==> src/rtl/vec_pkg.sv <==
// Shared types and constants for the vector item sequencer.
//   VEC_ITEMS : items per vector register (must be <= 32)
//   ITEM_W    : width of one item in bits
//   IDX_W     : width of element indices and item counts
//   item_t    : one vector element
//   vec_t     : whole vector register, packed [VEC_ITEMS-1:0][ITEM_W-1:0]
//   seq_state_e : sequencer FSM states
package vec_pkg;

    localparam int unsigned VEC_ITEMS = 20;
    localparam int unsigned ITEM_W    = 32;
    localparam int unsigned IDX_W     = 5;

    typedef logic [ITEM_W-1:0] item_t;
    typedef item_t [VEC_ITEMS-1:0] vec_t;

    typedef enum logic [0:0] {
        IDLE = 1'b0,
        EMIT = 1'b1
    } seq_state_e;

endpackage

==> src/rtl/vec_item_select.sv <==
// Combinational VEC_ITEMS:1 item-select mux.
// Ports:
//   vec_i   : source vector
//   index_i : element index; an index >= VEC_ITEMS selects the top element
//   item_o  : selected element
module vec_item_select
    import vec_pkg::*;
(
    input  vec_t             vec_i,
    input  logic [IDX_W-1:0] index_i,
    output item_t            item_o
);

    always_comb begin
        // Default covers out-of-range indices.
        item_o = vec_i[VEC_ITEMS-1];
        for (int k = 0; k < VEC_ITEMS; k++) begin
            if (index_i == IDX_W'(k)) begin
                item_o = vec_i[k];
            end
        end
    end

endmodule

==> src/rtl/vector_item_sequencer.sv <==
// Streams selected elements of a snapshotted vector register one item per cycle over a
// valid/ready interface. On an accepted start the vector is captured, then indices are
// walked from base by stride (modulo VEC_ITEMS) for count items.
// Ports:
//   clk_i, rst_i      : clock, synchronous active-high reset
//   start_i, abort_i  : begin a sequence (IDLE only) / cancel (abort wins over start)
//   base_i, stride_i, count_i : sequence parameters, sampled with an accepted start
//   vector_i          : source vector, captured with an accepted start
//   item_data_o, item_index_o, item_last_o, item_valid_o, item_ready_i : item stream
//   busy_o            : sequence in progress
//   done_o            : one-cycle pulse after the final handshake
//   err_o             : one-cycle pulse after a start with illegal parameters
module vector_item_sequencer
    import vec_pkg::*;
(
    input  logic             clk_i,
    input  logic             rst_i,
    input  logic             start_i,
    input  logic             abort_i,
    input  logic [IDX_W-1:0] base_i,
    input  logic [IDX_W-1:0] stride_i,
    input  logic [IDX_W-1:0] count_i,
    input  vec_t             vector_i,
    output item_t            item_data_o,
    output logic [IDX_W-1:0] item_index_o,
    output logic             item_last_o,
    output logic             item_valid_o,
    input  logic             item_ready_i,
    output logic             busy_o,
    output logic             done_o,
    output logic             err_o
);

    localparam logic [IDX_W-1:0] ItemsIdx  = IDX_W'(VEC_ITEMS);
    localparam logic [IDX_W:0]   ItemsWide = (IDX_W + 1)'(VEC_ITEMS);

    seq_state_e       state_q, state_d;
    logic [IDX_W-1:0] idx_q, idx_d;
    logic [IDX_W-1:0] rem_q, rem_d;
    logic [IDX_W-1:0] stride_q, stride_d;
    logic             done_q, done_d;
    logic             err_q, err_d;
    vec_t             snap_q;
    logic             snap_en;

    logic             params_ok;
    logic             handshake;
    logic [IDX_W:0]   idx_sum;
    logic [IDX_W-1:0] idx_next;
    item_t            sel_item;

    assign params_ok = (base_i < ItemsIdx) && (stride_i < ItemsIdx) &&
                       (count_i != '0) && (count_i <= ItemsIdx);

    assign handshake = item_valid_o && item_ready_i;

    // One extra bit so idx + stride (each < VEC_ITEMS) cannot overflow before the wrap.
    assign idx_sum  = {1'b0, idx_q} + {1'b0, stride_q};
    assign idx_next = (idx_sum >= ItemsWide) ? IDX_W'(idx_sum - ItemsWide) : IDX_W'(idx_sum);

    always_comb begin
        state_d  = state_q;
        idx_d    = idx_q;
        rem_d    = rem_q;
        stride_d = stride_q;
        done_d   = 1'b0;
        err_d    = 1'b0;
        snap_en  = 1'b0;

        unique case (state_q)
            IDLE: begin
                if (start_i && !abort_i) begin
                    if (params_ok) begin
                        snap_en  = 1'b1;
                        idx_d    = base_i;
                        rem_d    = count_i;
                        stride_d = stride_i;
                        state_d  = EMIT;
                    end else begin
                        err_d = 1'b1;
                    end
                end
            end
            EMIT: begin
                if (abort_i) begin
                    state_d = IDLE;
                end else if (handshake) begin
                    if (rem_q == IDX_W'(1)) begin
                        state_d = IDLE;
                        done_d  = 1'b1;
                    end else begin
                        idx_d = idx_next;
                        rem_d = rem_q - IDX_W'(1);
                    end
                end
            end
            default: state_d = IDLE;
        endcase
    end

    always_ff @(posedge clk_i) begin
        if (rst_i) begin
            state_q  <= IDLE;
            idx_q    <= '0;
            rem_q    <= '0;
            stride_q <= '0;
            done_q   <= 1'b0;
            err_q    <= 1'b0;
        end else begin
            state_q  <= state_d;
            idx_q    <= idx_d;
            rem_q    <= rem_d;
            stride_q <= stride_d;
            done_q   <= done_d;
            err_q    <= err_d;
        end
    end

    // Snapshot contents are don't-care out of reset, so no reset term.
    always_ff @(posedge clk_i) begin
        if (snap_en) begin
            snap_q <= vector_i;
        end
    end

    vec_item_select u_select (
        .vec_i   (snap_q),
        .index_i (idx_q),
        .item_o  (sel_item)
    );

    // All outputs derive from registered state only; item_ready_i never reaches them.
    always_comb begin
        item_valid_o = (state_q == EMIT);
        busy_o       = item_valid_o;
        item_data_o  = item_valid_o ? sel_item : '0;
        item_index_o = item_valid_o ? idx_q : '0;
        item_last_o  = item_valid_o && (rem_q == IDX_W'(1));
        done_o       = done_q;
        err_o        = err_q;
    end

endmodule

==> config.mk <==
export PLATFORM = sky130hd
export DESIGN_NAME = vector_item_sequencer
export DESIGN_NICKNAME = d
export VERILOG_FILES = /design/src/rtl/vec_pkg.sv /design/src/rtl/vec_item_select.sv /design/src/rtl/vector_item_sequencer.sv
export SDC_FILE = /design/constraint.sdc
export NUM_CORES = 1
export LEC_CHECK = 0
export CORE_UTILIZATION = 30
export DETAILED_ROUTE_END_ITERATION = 8
export SKIP_CTS_REPAIR_TIMING = 1
export SLEW_MARGIN = 20
export SYNTH_ARGS = -nofsm -noshare
export SYNTH_HDL_FRONTEND = slang
export SYNTH_HIERARCHICAL = 1
export SYNTH_SLANG_ARGS = --single-unit
==> constraint.sdc <==
create_clock -name clk_i -period 4.6 [get_ports clk_i]
set_input_delay 0.46 -clock clk_i [delete_from_list [all_inputs] [get_ports clk_i]]
set_output_delay 0.46 -clock clk_i [all_outputs]
set_load 0.02 [all_outputs]
# Word-level counts from Yosys, hierarchy flattened

Index checks and enable logic that the tools add are counted.

Add/sub/neg operators: 3
Multiply operators: 0
Div/mod/pow operators: 0
Order comparisons: 4
Eq/ne operators: 25
Shift-type cells: 0
Muxes and demuxes: 44
Bitwise logic cells: 3
Reductions and logical operators: 13

Operators by type and width:

| cell                | number |
|---|---|
| $mux 32             | 21 |
| $mux 5              | 12 |
| $eq 5x4->1 const B  | 8 |
| $eq 5x3->1 const B  | 4 |
| $eq 5x5->1 const B  | 4 |
| $pmux 5 s2          | 2 |
| $eq 5x1->1 const B  | 2 |
| $eq 5x2->1 const B  | 2 |
| $lt 5x5->1 const B  | 2 |
| $mux 1              | 8 |
| $ne 2x2->1 const B  | 4 |
| $add 5x5->6         | 1 |
| $ge 6x5->1 const B  | 1 |
| $logic_and 1x1->1   | 6 |
| $le 5x5->1 const B  | 1 |
| $logic_not 5->1     | 1 |
| $reduce_and 5->1    | 1 |
| $reduce_bool 5->1   | 1 |
| $sub 5x1->5 const B | 1 |
| $sub 5x5->5 const B | 1 |
| $reduce_or 4->1     | 1 |
| $not 1->1           | 3 |
| $reduce_and 3->1    | 1 |
| $reduce_or 3->1     | 1 |
| other kinds (3)     | 3 |

Flip-flop bits (word level): 658
Bits in latches: 0
Bits in writable memories: 0
Memory bits (read-only): 0
Input port bits: 660
Output and inout bits: 42
Logic and storage cells: 118
Memories kept: 0

# Longest topological paths before layout

Depth after elaboration: 22
Depth in mapped cells: 12
Gate-level depth less buffers: 10

# Cells and area by module

Netlist, hierarchy kept.

By module, submodules not included:

| module                | instances | cells an instance | area an instance (um2) | sequential area each (um2) |
|---|---|---|---|---|
| vector_item_sequencer | 1         | 830               | 20,717.4               | 19,578.8 |
| vec_item_select       | 1         | 1,119             | 6,816.5                | 0.0 |

# Least setup slack after synthesis

Ideal clock, no wire load.

Path kind: in2reg
Start: input port count_i[1]
End: register idx_q[2]
Setup time: 0.096 ns
Arrival: 3.582 ns
Required time: 4.504 ns
Path slack: 0.921 ns
Stages: 7
Cell sequence: o21a_1 -> o21a_1 -> or4_4 -> buf_6 -> inv_12 -> nor2_4 -> o41ai_2

Longest elaborated chain between the ends: 5

Ends and longest elaborated chain:

| element                                            | line                         | RTL |
|---|---|---|
| start, declared                                    | vector_item_sequencer.sv:22  | `input logic [IDX_W-1:0] count_i,` |
| branches (longest 2 deep; another with $le 5x5->1) | --                           |  |
| $logic_and 1x1->1 *                                | vector_item_sequencer.sv:53  | `(count_i != '0) && (count_i <= ItemsIdx);` |
| $ne 2x2->1 (no line) *                             | --                           |  |
| $reduce_and 5->1 (no line) *                       | --                           |  |
| end signal, assigned                               | vector_item_sequencer.sv:111 | `idx_q <= idx_d;` |
| end, declared                                      | vector_item_sequencer.sv:38  | `logic [IDX_W-1:0] idx_q, idx_d;` |

Mark *: on every way between the ends.
A chain may end at the register's enable or synchronous reset.

# Worst setup path after layout

Start: register idx_q[4]
End: output port item_data_o[13]

Longest elaborated chain between the ends: 22

Ends and longest elaborated chain:

| element               | line                         | RTL |
|---|---|---|
| $logic_not 5->1       | vec_item_select.sv:18        | `if (index_i == IDX_W'(k)) begin` |
| $mux 32 (19 in a row) | vec_item_select.sv:18        |  |
| $mux 32 *             | vec_item_select.sv:18        |  |
| via sel_item[13]      | vector_item_sequencer.sv:50  | `item_t sel_item;` |
| $mux 32 *             | vector_item_sequencer.sv:136 | `item_data_o = item_valid_o ? sel_item : '0;` |
| end, declared         | vector_item_sequencer.sv:24  | `output item_t item_data_o,` |

The timed path passes the listed nets; every way through them passes the cells marked *.

==> flow_summary.json <==
{
  "max-slew-margin-rel_pct": 38.7,
  "p_leak_uw": 0.0130,
  "synth.cells.most_frequent": "edfxtp_1, o21ai_0, a21oi_1",
  "place_hpwl_um": 109000,
  "first_pass_iters": 5,
  "min-delay-start": "vector_i[347]",
  "core-area_sq_um": 90400,
  "cpPeakStageDelay_ns": 0.62,
  "crit_fanout": 17,
  "ir_worst_vdd_uv": 224,
  "wl_per_cell_um": 35.0,
  "grt_usage_pct": 29.2,
  "outcome": "finished with violations",
  "critPathLaunchType": "register",
  "io_buffers": 701,
  "die_x_um": 305,
  "hold_violations": 0,
  "cts.sinks": 658,
  "cp.arrival_ns": 4.20,
  "cts_max_level": 3,
  "antenna_found_initial": 19,
  "num_rows": 110,
  "synth_most_common_cell": "edfxtp_1",
  "ant_nets": 0,
  "whs_ns": 0.376,
  "swShare_pct": 23.5,
  "clkPwrFrac_pct": 42.0,
  "nets": 3412,
  "synth_area_leader_cell": "edfxtp_1",
  "critical_path.cell_chain": "or3b_1, buf_4, o22ai_1, a221oi_1, o211ai_1, a31oi_2, o21ai_0, and2_1, clkdlybuf4s50_1",
  "max_freq_mhz": 215,
  "clockRootBuffer": "clkbuf_16",
  "worstSetupPathType": "reg2out",
  "critPathRequiredTime_ns": 4.14,
  "clk_pin_slew_ns": 0.06,
  "syn-mean-instance-area_sq_um": 14.1,
  "cts_made_buffers": 73,
  "grt_pass1_vias": 23003,
  "synth_edf_count": 640,
  "violations": "setup timing",
  "pwr-share-seq_pct": 46.7,
  "synth.top_cell.area_share_pct": 69.8,
  "synth_cells": 1949,
  "tightest_slew_ns": 0.916,
  "grt_max_degree": 106,
  "vias": 22533,
  "ys_ff_latch": 658,
  "wirelength_um": 140000,
  "combPwrFrac_pct": 11.3,
  "via_per_inst": 5.65,
  "p_per_area_nw_per_um2": 371,
  "ys_top_cells_by_area": "edfxtp_1, o21ai_0, a21oi_1",
  "dieArea_sq_um": 93000,
  "synth_ff_type": "edfxtp_1",
  "finalWorstSetupSlack_ns": -0.0616,
  "fillCellCount": 8206,
  "clk_latency_ns": 0.64,
  "critical-path-top-delay-family": "compound AO/OA/AOI/OAI gates",
  "p_int_uw": 11200,
  "r2r-start": "idx_q[0]",
  "cp_num_buf_inv": 2,
  "drt_iter0_markers": 2508,
  "power_switching_uw": 3430,
  "period_share_pct": 101,
  "cts_tree": "done",
  "drv_cap": 0,
  "syn_to_final_growth_pct": 42.9,
  "clock_path_buffers": 3,
  "cp-startpoint": "idx_q[4]",
  "synthesis.area_sq_um": 27500,
  "drcViolationCount": 0,
  "finalWeightedCongestion": 0.980,
  "worstHoldPathType": "in2reg",
  "place_ws_ns": -0.209,
  "yosysWarnings": 6,
  "cp-end-kind": "primary output",
  "fin_crit_ns": 4.66,
  "fin_skew_ns": 0.0154,
  "synth_cell_types": 84,
  "drive_gt1_share_pct": 12.5,
  "rsz0062_at_grt": "yes",
  "setup_violations": 1,
  "ioPinCount": 702,
  "die_height_um": 305,
  "seq_area_frac_synth_pct": 71.1,
  "async_flop_share_pct": 0,
  "syn_nets": 2619,
  "slew_viol_final": 0,
  "initial_core_util_pct": 30.4,
  "grt-ovfl-total": 0,
  "cpMaxStageDelayCell": "o22ai_1",
  "grt_pass1_wl_um": 186000
}
metrics by stage:
step	cells	total power [uW]	utilization, %	cell area, sq um	setup TNS (ns)
6_report	3987	14600	43.5	39300	-0.0616
5_1_grt	3985	14900	43.5	39300	-0.129
4_1_cts	3970	14600	43.2	39100	-4.10
3_5_place_dp	3836	8540	40.4	36600	-0.209
3_3_place_gp	3836	8540	40.4	36600	-0.484
2_1_floorplan	1949	7380	-	27500	0
layer usage:
| metal | routed length, um | track usage, % | share of wire [%] |
|---|---|---|---|
| met4 | 6700 | 13.1 | 4.8 |
| met2 | 68300 | 49.1 | 49 |
| met3 | 9930 | 4.61 | 7.1 |
| met1 | 54800 | 36.9 | 39 |
| met5 | 51 | 0 | 0.036 |
final timing paths:
check                    endpoint  slack [ns]  depth (start not counted)
setup / recovery  item_data_o[13]       -0.06                          9
hold / removal        snap_q[347]        0.38                          1
setup reg to reg         idx_q[3]        0.90                         11
hold reg to reg       stride_q[4]        0.47                          2
cells in the final DEF (no fill, tap or decap), types with 42 or more instances in the layout:
cell             instances
o21ai_0                133
nor3_1                  42
clkdlybuf4s50_1        690
o22ai_1                 63
clkbuf_16               73
nor2_1                 108
edfxtp_1               640
a22oi_1                 45
nand2_1                 90
buf_4                  140
a21oi_1                121
nand3_1                 44
power groups by stage:
stage	Sequential, uW	Combinational, uW	Clock [uW]
final	6820	1650	6140
after global routing	6820	1690	6430
after CTS	6820	1600	6220
after detailed placement	6940	1590	0
after global placement	6940	1590	0
after floorplan	6900	482	0
state kept, by name, summed over array words and instances, names as in the netlist:
register  flops
idx_q         5
err_o         1
busy_o        1
stride_q      5
snap_q      640
rem_q         5
done_o        1
layout make-up:
class	count	area, sq um	share of cell area, %
Antenna cell	10	25.0	0.0636
Clock buffer	83	1860	4.74
Clock inverter	51	638	1.62
Inverter	15	86.3	0.219
Multi-Input combinational cell	1149	7490	19.0
Sequential cell	658	19600	49.8
Tap cell	1176	1470	3.74
Timing Repair Buffer	845	8170	20.8
logic make-up after synthesis:
group / count (synthesis) / share of synthesized area [%]
AND/OR/NAND/NOR: 480 / 9.01
multiplexers: 45 / 2.18
buffers and inverters: 142 / 2.34
adder cells (fa/ha/maj): 10 / 0.482
AO/OA/AOI/OAI: 613 / 14.8
flip-flops: 658 / 71.1
XOR/XNOR: 1 / 0.0318
worst register-to-register path, delay by kind of cell (launching register included):
kind	cells	cell delay, ns
AOI/OAI and AO/OA	3	1.05
buffers and inverters	1	0.64
and+or+nand+nor	4	0.76
adders and majority gates	2	0.53
muxes	1	0.17
DFF	1	0.42
No activity file was read; power rests on OpenSTA's default activity.
